$ cat src/rtl/ddr_bank_timing_tracker.sv
// Per-bank DRAM state and timing-constraint tracker.
// Sits between the command scheduler and the DFI command path: it keeps the
// state and open row of every bank, runs per-bank and global timers, exposes
// per-bank legality flags, and flags and counts every illegal command.
//
// Timer convention: a command accepted at edge T loads tX-1, the dependent
// command is legal once the counter reads 0 (cycle T+tX), counters hold at 0.

// ---------------------------------------------------------------------------
// Per-bank context: state machine, open row and same-bank timers.
// ---------------------------------------------------------------------------
module ddr_bank_ctx #(
    parameter int ROW_W = 17,
    parameter int TW    = 7,
    parameter int T_RCD = 18,
    parameter int T_RP  = 18,
    parameter int T_RAS = 42,
    parameter int T_RC  = 60,
    parameter int T_CCD = 4,
    parameter int T_WR  = 15,
    parameter int T_RTP = 8
) (
    input  logic             clk,
    input  logic             rst,
    input  logic             do_act,
    input  logic             do_rd,
    input  logic             do_wr,
    input  logic             do_pre,
    input  logic [ROW_W-1:0] row,
    output logic [2:0]       state,
    output logic [ROW_W-1:0] open_row,
    output logic             act_rdy,
    output logic             pre_rdy,
    output logic             is_open,
    output logic             is_idle,
    output logic             is_actg
);

    typedef enum logic [2:0] {
        S_IDLE = 3'b000,
        S_ACTG = 3'b001,
        S_ACTV = 3'b010,
        S_RD   = 3'b011,
        S_WR   = 3'b100,
        S_PRE  = 3'b101
    } bank_st_e;

    localparam logic [TW-1:0] L_RCD = TW'(T_RCD - 1);
    localparam logic [TW-1:0] L_RP  = TW'(T_RP - 1);
    localparam logic [TW-1:0] L_RAS = TW'(T_RAS - 1);
    localparam logic [TW-1:0] L_RC  = TW'(T_RC - 1);
    localparam logic [TW-1:0] L_CCD = TW'(T_CCD - 1);
    localparam logic [TW-1:0] L_WR  = TW'(T_WR - 1);
    localparam logic [TW-1:0] L_RTP = TW'(T_RTP - 1);
    localparam logic [TW-1:0] ONE   = TW'(1);

    bank_st_e        st, st_nxt;
    logic [TW-1:0]   trcd, trp, tras, trc, trtp, twr, burst;

    function automatic logic [TW-1:0] dec(input logic [TW-1:0] c);
        return (c != '0) ? c - ONE : '0;
    endfunction

    // Bank state register
    always_ff @(posedge clk or posedge rst) begin
        if (rst) st <= S_IDLE;
        else     st <= st_nxt;
    end

    // Next state. Intermediate states leave on the edge where their timer
    // reaches 0; a one-cycle timing skips the intermediate state entirely so
    // the follow-up command is still legal at T+1.
    always_comb begin
        st_nxt = st;
        case (st)
            S_IDLE: if (do_act) st_nxt = (T_RCD == 1) ? S_ACTV : S_ACTG;
            S_ACTG: if (trcd <= ONE) st_nxt = S_ACTV;
            S_ACTV, S_RD, S_WR: begin
                if (do_pre)      st_nxt = (T_RP == 1) ? S_IDLE : S_PRE;
                else if (do_rd)  st_nxt = S_RD;
                else if (do_wr)  st_nxt = S_WR;
                else if (st != S_ACTV && burst <= ONE) st_nxt = S_ACTV;
            end
            S_PRE:  if (trp <= ONE) st_nxt = S_IDLE;
            default: st_nxt = S_IDLE;
        endcase
    end

    // Same-bank readiness derived from state and timers
    always_comb begin
        is_open = (st == S_ACTV) || (st == S_RD) || (st == S_WR);
        is_idle = (st == S_IDLE);
        is_actg = (st == S_ACTG);
        act_rdy = is_idle && (trc == '0);
        pre_rdy = is_open && (tras == '0) && (trtp == '0) && (twr == '0);
    end

    // Same-bank timers and open row; a load beats the decrement
    always_ff @(posedge clk or posedge rst) begin
        if (rst) begin
            trcd     <= '0;
            trp      <= '0;
            tras     <= '0;
            trc      <= '0;
            trtp     <= '0;
            twr      <= '0;
            burst    <= '0;
            open_row <= '0;
        end else begin
            trcd  <= dec(trcd);
            trp   <= dec(trp);
            tras  <= dec(tras);
            trc   <= dec(trc);
            trtp  <= dec(trtp);
            twr   <= dec(twr);
            burst <= dec(burst);
            if (do_act) begin
                trcd     <= L_RCD;
                tras     <= L_RAS;
                trc      <= L_RC;
                open_row <= row;
            end
            if (do_rd) begin
                trtp  <= L_RTP;
                burst <= L_CCD;
            end
            if (do_wr) begin
                twr   <= L_WR;
                burst <= L_CCD;
            end
            if (do_pre) trp <= L_RP;
        end
    end

    assign state = st;

endmodule

// ---------------------------------------------------------------------------
// Top: command decode, global timers, legality and violation reporting.
// ---------------------------------------------------------------------------
module ddr_bank_timing_tracker #(
    parameter int NUM_BANKS = 8,
    parameter int ROW_W     = 17,
    parameter int T_RCD     = 18,
    parameter int T_RP      = 18,
    parameter int T_RAS     = 42,
    parameter int T_RC      = 60,
    parameter int T_RRD     = 8,
    parameter int T_FAW     = 40,
    parameter int T_CCD     = 4,
    parameter int T_WTR     = 8,
    parameter int T_WR      = 15,
    parameter int T_RTP     = 8,
    parameter int T_RFC     = 120,
    localparam int BW       = (NUM_BANKS > 1) ? $clog2(NUM_BANKS) : 1
) (
    input  logic                       clk,
    input  logic                       rst,
    input  logic                       cmd_valid,
    input  logic [3:0]                 cmd_type,
    input  logic [BW-1:0]              cmd_bank,
    input  logic [ROW_W-1:0]           cmd_row,
    output logic                       cmd_legal,
    output logic [3*NUM_BANKS-1:0]     bank_state_o,
    output logic [ROW_W*NUM_BANKS-1:0] open_row_o,
    output logic [NUM_BANKS-1:0]       act_ok,
    output logic [NUM_BANKS-1:0]       rd_ok,
    output logic [NUM_BANKS-1:0]       wr_ok,
    output logic [NUM_BANKS-1:0]       pre_ok,
    output logic                       ref_ok,
    output logic                       viol_o,
    output logic [15:0]                viol_count
);

    localparam logic [3:0] C_MRS  = 4'b0000;
    localparam logic [3:0] C_REF  = 4'b0001;
    localparam logic [3:0] C_PRE  = 4'b0010;
    localparam logic [3:0] C_ACT  = 4'b0011;
    localparam logic [3:0] C_WR   = 4'b0100;
    localparam logic [3:0] C_RD   = 4'b0101;
    localparam logic [3:0] C_NOP  = 4'b0111;
    localparam logic [3:0] C_DES  = 4'b1000;
    localparam logic [3:0] C_PREA = 4'b1010;

    function automatic int mx(input int a, input int b);
        return (a > b) ? a : b;
    endfunction

    // Timers hold at most tX-1, so the widest constraint sets the width
    localparam int TMAX = mx(mx(mx(T_RCD, T_RP), mx(T_RAS, T_RC)),
                             mx(mx(mx(T_RRD, T_FAW), mx(T_CCD, T_WTR)),
                                mx(mx(T_WR, T_RTP), T_RFC)));
    localparam int TW   = (TMAX < 2) ? 1 : $clog2(TMAX);

    localparam logic [TW-1:0] L_RRD = TW'(T_RRD - 1);
    localparam logic [TW-1:0] L_FAW = TW'(T_FAW - 1);
    localparam logic [TW-1:0] L_CCD = TW'(T_CCD - 1);
    localparam logic [TW-1:0] L_WTR = TW'(T_WTR - 1);
    localparam logic [TW-1:0] L_RFC = TW'(T_RFC - 1);
    localparam logic [TW-1:0] ONE   = TW'(1);

    logic [TW-1:0]         trrd, tccd, twtr, trfc;
    logic [3:0][TW-1:0]    tfaw;
    logic [3:0]            faw_zero;
    logic [1:0]            faw_slot;

    logic [NUM_BANKS-1:0]  act_rdy, pre_rdy, is_open, is_idle, is_actg;
    logic [NUM_BANKS-1:0]  sel, do_act, do_rd, do_wr, do_pre;
    logic                  act_glob, rd_glob, wr_glob, prea_ok;
    logic                  bank_ok, legal, acc, bad;

    function automatic logic [TW-1:0] dec(input logic [TW-1:0] c);
        return (c != '0) ? c - ONE : '0;
    endfunction

    // Free tFAW slots and the lowest-index one an ACT will occupy
    always_comb begin
        faw_slot = 2'd0;
        for (int s = 0; s < 4; s++) faw_zero[s] = (tfaw[s] == '0);
        for (int s = 3; s >= 0; s--) if (faw_zero[s]) faw_slot = 2'(s);
    end

    // Global gating terms shared by every bank
    always_comb begin
        act_glob = (trrd == '0) && (|faw_zero) && (trfc == '0);
        rd_glob  = (tccd == '0) && (twtr == '0);
        wr_glob  = (tccd == '0);
        ref_ok   = (&is_idle) && (trfc == '0);
        // IDLE/PRECHARGE banks are skipped; any ACTIVATING bank blocks PREA
        prea_ok  = !(|is_actg) && (&(~is_open | pre_rdy));
    end

    assign act_ok = act_rdy & {NUM_BANKS{act_glob}};
    assign rd_ok  = is_open & {NUM_BANKS{rd_glob}};
    assign wr_ok  = is_open & {NUM_BANKS{wr_glob}};
    assign pre_ok = pre_rdy;

    // Legality of the presented command; unknown encodings are illegal
    always_comb begin
        bank_ok = (int'(cmd_bank) < NUM_BANKS);
        legal   = 1'b0;
        case (cmd_type)
            C_NOP, C_DES:  legal = 1'b1;
            C_ACT:         legal = bank_ok && act_ok[cmd_bank];
            C_RD:          legal = bank_ok && rd_ok[cmd_bank];
            C_WR:          legal = bank_ok && wr_ok[cmd_bank];
            C_PRE:         legal = bank_ok && pre_ok[cmd_bank];
            C_PREA:        legal = prea_ok;
            C_REF, C_MRS:  legal = ref_ok;
            default:       legal = 1'b0;
        endcase
    end

    // With no command presented there is nothing illegal to report
    assign cmd_legal = !cmd_valid || legal;
    assign acc       = cmd_valid && legal;
    assign bad       = cmd_valid && !legal;

    // Fan accepted commands out to the banks; PREA hits every open bank
    always_comb begin
        sel    = '0;
        do_act = '0;
        do_rd  = '0;
        do_wr  = '0;
        do_pre = '0;
        for (int i = 0; i < NUM_BANKS; i++) begin
            sel[i]    = bank_ok && (int'(cmd_bank) == i);
            do_act[i] = acc && (cmd_type == C_ACT) && sel[i];
            do_rd[i]  = acc && (cmd_type == C_RD)  && sel[i];
            do_wr[i]  = acc && (cmd_type == C_WR)  && sel[i];
            do_pre[i] = acc && (((cmd_type == C_PRE) && sel[i]) ||
                                ((cmd_type == C_PREA) && is_open[i]));
        end
    end

    // Cross-bank timers; a load beats the decrement
    always_ff @(posedge clk or posedge rst) begin
        if (rst) begin
            trrd <= '0;
            tccd <= '0;
            twtr <= '0;
            trfc <= '0;
            tfaw <= '0;
        end else begin
            trrd <= dec(trrd);
            tccd <= dec(tccd);
            twtr <= dec(twtr);
            trfc <= dec(trfc);
            for (int s = 0; s < 4; s++) tfaw[s] <= dec(tfaw[s]);
            if (acc && cmd_type == C_ACT) begin
                trrd           <= L_RRD;
                tfaw[faw_slot] <= L_FAW;
            end
            if (acc && (cmd_type == C_RD || cmd_type == C_WR)) tccd <= L_CCD;
            if (acc && cmd_type == C_WR)  twtr <= L_WTR;
            if (acc && cmd_type == C_REF) trfc <= L_RFC;
        end
    end

    // Violation pulse and saturating violation counter
    always_ff @(posedge clk or posedge rst) begin
        if (rst) begin
            viol_o     <= 1'b0;
            viol_count <= '0;
        end else begin
            viol_o <= bad;
            if (bad && viol_count != 16'hFFFF) viol_count <= viol_count + 16'd1;
        end
    end

    for (genvar b = 0; b < NUM_BANKS; b++) begin : g_bank
        ddr_bank_ctx #(
            .ROW_W (ROW_W),
            .TW    (TW),
            .T_RCD (T_RCD),
            .T_RP  (T_RP),
            .T_RAS (T_RAS),
            .T_RC  (T_RC),
            .T_CCD (T_CCD),
            .T_WR  (T_WR),
            .T_RTP (T_RTP)
        ) u_bank (
            .clk      (clk),
            .rst      (rst),
            .do_act   (do_act[b]),
            .do_rd    (do_rd[b]),
            .do_wr    (do_wr[b]),
            .do_pre   (do_pre[b]),
            .row      (cmd_row),
            .state    (bank_state_o[3*b +: 3]),
            .open_row (open_row_o[ROW_W*b +: ROW_W]),
            .act_rdy  (act_rdy[b]),
            .pre_rdy  (pre_rdy[b]),
            .is_open  (is_open[b]),
            .is_idle  (is_idle[b]),
            .is_actg  (is_actg[b])
        );
    end

endmodule

$ cat config.mk
export PLATFORM = sky130hd
export DESIGN_NAME = ddr_bank_timing_tracker
export DESIGN_NICKNAME = d
export VERILOG_FILES = /design/src/rtl/ddr_bank_timing_tracker.sv
export SDC_FILE = /design/constraint.sdc
export NUM_CORES = 2
export LEC_CHECK = 0
export ABC_CLOCK_PERIOD_IN_PS = 30800
export CORE_MARGIN = 1
export CORE_UTILIZATION = 35
export CTS_CLUSTER_DIAMETER = 50
export DETAILED_ROUTE_END_ITERATION = 8
export PLACE_DENSITY = 0.48
export SLEW_MARGIN = 40
export SYNTH_ARGS = -nofsm -noshare
export SYNTH_HDL_FRONTEND = slang
export SYNTH_SLANG_ARGS = --single-unit
$ cat constraint.sdc
create_clock -name clk -period 30.8 [get_ports clk]
set_clock_uncertainty 0.05 [all_clocks]
set_input_delay 9.24 -clock clk [delete_from_list [all_inputs] [get_ports clk]]
set_output_delay 9.24 -clock clk [all_outputs]
set_load 0.05 [all_outputs]
After elaboration in Yosys (flattened, before gate mapping):

Index checks and enable logic that the tools add are counted.

* bitwise logic cells: 8
* order comparisons: 27
* eq/ne operators: 96
* add/subtract/negate cells: 65
* reductions and logical operators: 267
* mux-type cells: 212

Operators with widths (number)
* 7-bit two-way mux: 133
* 7-bit nonzero test: 64
* 7-bit by 1-bit subtractor with 7-bit output, second input constant: 64
* 7-bit logical NOT: 40
* 7-bit by 1-bit less-or-equal comparator with 1-bit output, second input constant: 24
* 3-bit two-way mux: 56
* 1-bit logical AND: 102
* 3-bit case mux with 4 select lines: 8
* 3-bit equality test, second input constant: 20
* 3-bit by 2-bit equality test with 1-bit output, second input constant: 18
* 5-bit by 1-bit != test with 1-bit output, second input constant: 8
* 2-bit by 1-bit != test with 1-bit output, second input constant: 16
* 4-bit AND reduction: 8
* 28-bit two-way mux: 1
* 3-bit by 1-bit equality test with 1-bit output, second input constant: 9
* 3-bit logical NOT: 9
* 1-bit logical OR: 26
* 8-bit AND: 3
* 3-bit by 2-bit != test with 1-bit output, second input constant: 8
* 3-bit OR reduction: 8
* 16-bit by 1-bit adder with 16-bit output, second input constant: 1
* 16-bit != test, second input constant: 1
* 2-bit != test, second input constant: 8
* 16-bit OR: 1
* 22 further kinds: 39

* output and inout port bits: 211
* word-level logic and storage cells: 757
* input port bits: 27
* bits in registers: 625

Logic depth before layout (Yosys ltp):

* word-level depth: 17
* depth in mapped cells: 15
* mapped depth without buffers: 11

By module:

A second synthesis with hierarchy kept.

* cell total of the unflattened synthesis: 2770
* area total of the unflattened synthesis: 30102.6 um2

Modules (own cells, without submodules)
* ddr_bank_ctx at g_bank[0].u_bank ...: seq. area each 1726.7 um2, cells an instance 285, area an instance 3216.8 um2, instances 7
* ddr_bank_timing_tracker: seq. area each 1826.8 um2, cells an instance 493, area an instance 4436.8 um2, instances 1
* ddr_bank_ctx at g_bank[7].u_bank: seq. area each 1726.7 um2, cells an instance 282, area an instance 3148.0 um2, instances 1

Worst setup path before layout:

No wires, ideal clock.

* path type: in2out
* start point: in cmd_type[0]
* end point: out cmd_legal
* arrival time: 11470 ps
* setup slack: 10040 ps
* stages: 9
* path buffers: 2
* data required time: 21510 ps
* path through: buf_2 > or4b_1 > buf_2 > or4_1 > a211oi_2 > a211oi_1 > o221ai_2 > nor4_2 > nand3_1

* word-level cells in the longest chain between the ends: 4
* elaborated cells on any way between the ends: 13
* classes of those cells: eq/ne (8); mux (1); reduce/logical (4)

Ends and longest elaborated chain
* start: declaration: line 161 `input logic [3:0] cmd_type,`
* 4-bit by 1-bit equality test with 1-bit output, or another cell as far along: line 243 `case (cmd_type)`
* 2-bit OR reduction: line 243
* 1-bit case mux with 7 select lines (*): line 243
* 1-bit logical OR (*): line 256 `assign cmd_legal = !cmd_valid || legal;`
* end: declaration: line 164 `output logic cmd_legal,`

Every way passes the cells marked *; elsewhere a longest branch is shown, timed or not.

Worst setup path in the final report:

* start point: in cmd_bank[0]
* end point: out cmd_legal

* word-level cells in the longest chain between the ends: 4
* elaborated cells on any way between the ends: 10
* classes of those cells: mux (9); reduce/logical (1)

Ends and longest elaborated chain
* start: declaration: line 162 `input logic [BW-1:0] cmd_bank,`
* 1-bit binary-select mux with 3-bit select (on tied branches)
* 1-bit two-way mux (on tied branches)
* 1-bit case mux with 7 select lines (*): line 243
* 1-bit logical OR (*): line 256

Every way passes the cells marked *; elsewhere a longest branch is shown, timed or not. The select of a mux whose other input is x is not followed.

==> results.yml <==
outcome:
  status: "finished clean"
clocking:
  cts_sinks: 625
  cts_resized: 0
  path_clk_slew_ps: 50
  cts_max_level: 3
  ctsHoldBuffers: 0
  post-cts-setup-buffer-count: 0
  clockBufferDepth: 3
  cts_made_buffers: 89
  cts_tree: "built"
  root_buffer: "clkbuf_16"
  worstSkewPairLatency_ps: 660
critical_path:
  worstSetupEndpointType: "output pin"
  crit_type: "in2out"
  worstPathArrival_ps: 13240
  setup.worst_path.start_class: "input pin"
  critPathMaxFanout: 16
  required_ps: 21510
floorplanning:
  die_w_um: 300
  start_util: 0.356
  die-area_um2: 90000
  fp.dieH_um: 300
  io_pins: 238
  rows: 108
  core-area_um2: 87300
power:
  p_int_w: 0.00232
  leakage_nw: 16.6
  swShare: 0.369
  irDropWorstVdd_mv: 0.0641
  p_clk_frac: 0.286
  p_comb_frac: 0.326
  power_frac_seq: 0.388
  pwr_density_cell_nw_per_um2: 97.1
  p_sw_w: 0.00136
grt:
  overflow: 0
  antenna_found_initial: 4
  grt_pass1_vias: 23818
  grt_start_max_net_pins: 125
  grtUsageTotal: 0.193
  grt_pass1_wl_mm: 136
placement:
  gp_congestion: 0.871
  hpwlAfterDp_mm: 61.5
  place_inst: 4328
  portBuffers: 237
  dp_slack_ps: 8440
drt:
  wl_per_cell_um: 19.3
  drc: 0
  ant_nets: 0
  viasPerCell: 5.21
  via_count: 23423
  dr.pass1.iters: 5
  totalWireLength_mm: 86.8
  drt_iter0_drc: 1576
cells_and_area:
  layout.cells.non_filler: 4492
  synthToLayoutAreaGrowth_pct: 22.0
  drive_above_1_share: 0.105
  nNetsFinal: 3419
  layout.cells.most_common: "dfrtp_1"
  most-common-layout-cells: "dfrtp_1, nor2_1, clkdlybuf4s50_1, nor3_1, nand2_1"
sta:
  min_period_ps: 22530
  setup_slack_ps: 8270
  maxSlewHeadroom: 0.359
  rsz0062_at_grt: "false"
  fmax_mhz: 44.4
  slew_viol_final: 0
  finalCritPeriodShare: 0.731
  setup_viol: 0
  tightest_slew_ps: 957
  finalSetupTns_ps: 0
  hold_viol: 0
logic_synthesis:
  synth_seq_cells: 625
  async_reset_ff_frac: 1.00
  synth_cells: 3007
  synth_flop_cell: "dfrtp_1"
  seq_area_frac_synth: 0.503
  synth_fp_nets: 3161
  ys_types: 97
  postSynthAreaPerCell_um2: 10.3
  yosysWarnings: 0
  synth_area_um2: 31100
  synth_edf_count: 0
hold_path:
  hold_path_class: "reg2reg"
job:
  max_cap_viol_count: 0
==> area by class of cell <==
cell class	instances	area (um^2)
multi-input combinational	2122	14400
clock inverter	47	622
inverter	155	594
tap	1155	1450
fill	8363	49400
sequential	625	15600
clock buffer	115	2460
timing repair buffer	272	2730
antenna	1	2.50
==> flip-flops by register name, summed over array words and instances, names as in the netlist <==
| name | count |
|---|---|
| viol_o | 1 |
| g_bank.u_bank.trtp | 56 |
| g_bank.u_bank.trp | 56 |
| tccd | 7 |
| trfc | 7 |
| g_bank.u_bank.state | 24 |
| twtr | 7 |
| trrd | 7 |
| tfaw | 28 |
| viol_count | 16 |
| g_bank.u_bank.burst | 56 |
| g_bank.u_bank.twr | 56 |
| g_bank.u_bank.tras | 56 |
| g_bank.u_bank.trcd | 56 |
| g_bank.u_bank.open_row | 136 |
| g_bank.u_bank.trc | 56 |
==> layer usage <==
layer	GRT usage	part of all wire	wire length [um]	vias to the layer above
li1	-	-	-	11020
met1	0.248	0.43	37600	11618
met2	0.300	0.45	39300	611
met3	0.0623	0.077	6670	168
met4	0.0770	0.037	3180	6
met5	0	0.00039	34	-
==> cell families after synthesis <==
kind of cell               Yosys count  share of synthesized area
muxes                              147                     0.0554
AOI/OAI and AO/OA                  480                      0.103
xor gates and xnor gates           243                     0.0685
adders and majority gates          128                     0.0515
DFF                                625                      0.503
and+or+nand+nor                   1124                      0.182
buffers and inverters              260                     0.0362
==> cells in the mapped netlist (7+ instances only) <==
master / number / area, um^2
a211o_1: 13 / 114
a211oi_1: 9 / 67.6
a21o_1: 24 / 180
a21oi_1: 95 / 475
a31oi_1: 7 / 43.8
and2_1: 24 / 150
and3_1: 31 / 194
and3b_1: 14 / 123
and4b_1: 9 / 90.1
buf_1: 8 / 30.0
buf_2: 33 / 165
buf_4: 14 / 105
clkbuf_1: 44 / 165
dfrtp_1: 625 / 15600
ha_1: 127 / 1590
inv_1: 154 / 578
mux2_1: 39 / 439
mux2_2: 84 / 946
mux2_4: 17 / 255
nand2_1: 194 / 728
nand2b_1: 22 / 138
nand3_1: 42 / 210
nand3b_1: 21 / 158
nand4_1: 11 / 68.8
nand4b_1: 11 / 96.3
nor2_1: 367 / 1380
nor2b_1: 9 / 56.3
nor3_1: 207 / 1040
nor3b_1: 39 / 293
nor4_1: 29 / 181
o211ai_1: 23 / 173
o21ai_0: 129 / 646
o21bai_1: 14 / 105
o22ai_1: 86 / 538
or2_2: 9 / 56.3
or3_1: 43 / 269
xnor2_1: 167 / 1460
xor2_1: 76 / 666
==> power groups by stage <==
stage | Clock [W] | Sequential [W] | Combinational (W)
3_5_place_dp | 0 | 0.00143 | 0.00120
4_1_cts | 0.00108 | 0.00142 | 0.00121
3_3_place_gp | 0 | 0.00142 | 0.00115
6_report | 0.00105 | 0.00143 | 0.00120
2_1_floorplan | 0 | 0.00142 | 0.000885
5_1_grt | 0.00112 | 0.00147 | 0.00136
==> through the flow <==
step           area [um^2]  total power, W  hold WS [ps]  utilization
6_report             37900         0.00368           395        0.434
5_1_grt              37900         0.00395           410        0.434
4_1_cts              37900         0.00372           397        0.434
3_5_place_dp         34800         0.00263           388        0.398
3_3_place_gp         34600         0.00258           383        0.397
2_1_floorplan        31100         0.00231           367            -
==> worst max-delay path, cell delays in order <==
cell	delay, ps
clkdlybuf4s50_1	850
clkinv_1	450
nor3_1	300
a2111oi_0	110
a311oi_1	380
o221ai_2	190
nor4_2	560
nand3_1	340
clkdlybuf4s50_1	800
==> final timing paths <==
| check | from | to | slack [ps] | depth (start not counted) |
|---|---|---|---|---|
| max | cmd_bank[0] | cmd_legal | 8270 | 9 |
| min | g_bank[5].u_bank.twr[0]$_DFF_PP0_ | g_bank[5].u_bank.twr[0]$_DFF_PP0_ | 390 | 1 |
| max reg2reg | tccd[0]$_DFF_PP0_ | g_bank[2].u_bank.open_row[16]$_DFFE_PP0P_ | 25660 | 12 |
| min reg2reg | g_bank[5].u_bank.twr[0]$_DFF_PP0_ | g_bank[5].u_bank.twr[0]$_DFF_PP0_ | 390 | 1 |
| max in group asynchronous | rst | g_bank[2].u_bank.trtp[6]$_DFF_PP0_ | 19680 | 6 |
| min in group asynchronous | rst | g_bank[3].u_bank.open_row[12]$_DFFE_PP0P_ | 9070 | 2 |
(Power assumes the default switching activity.)
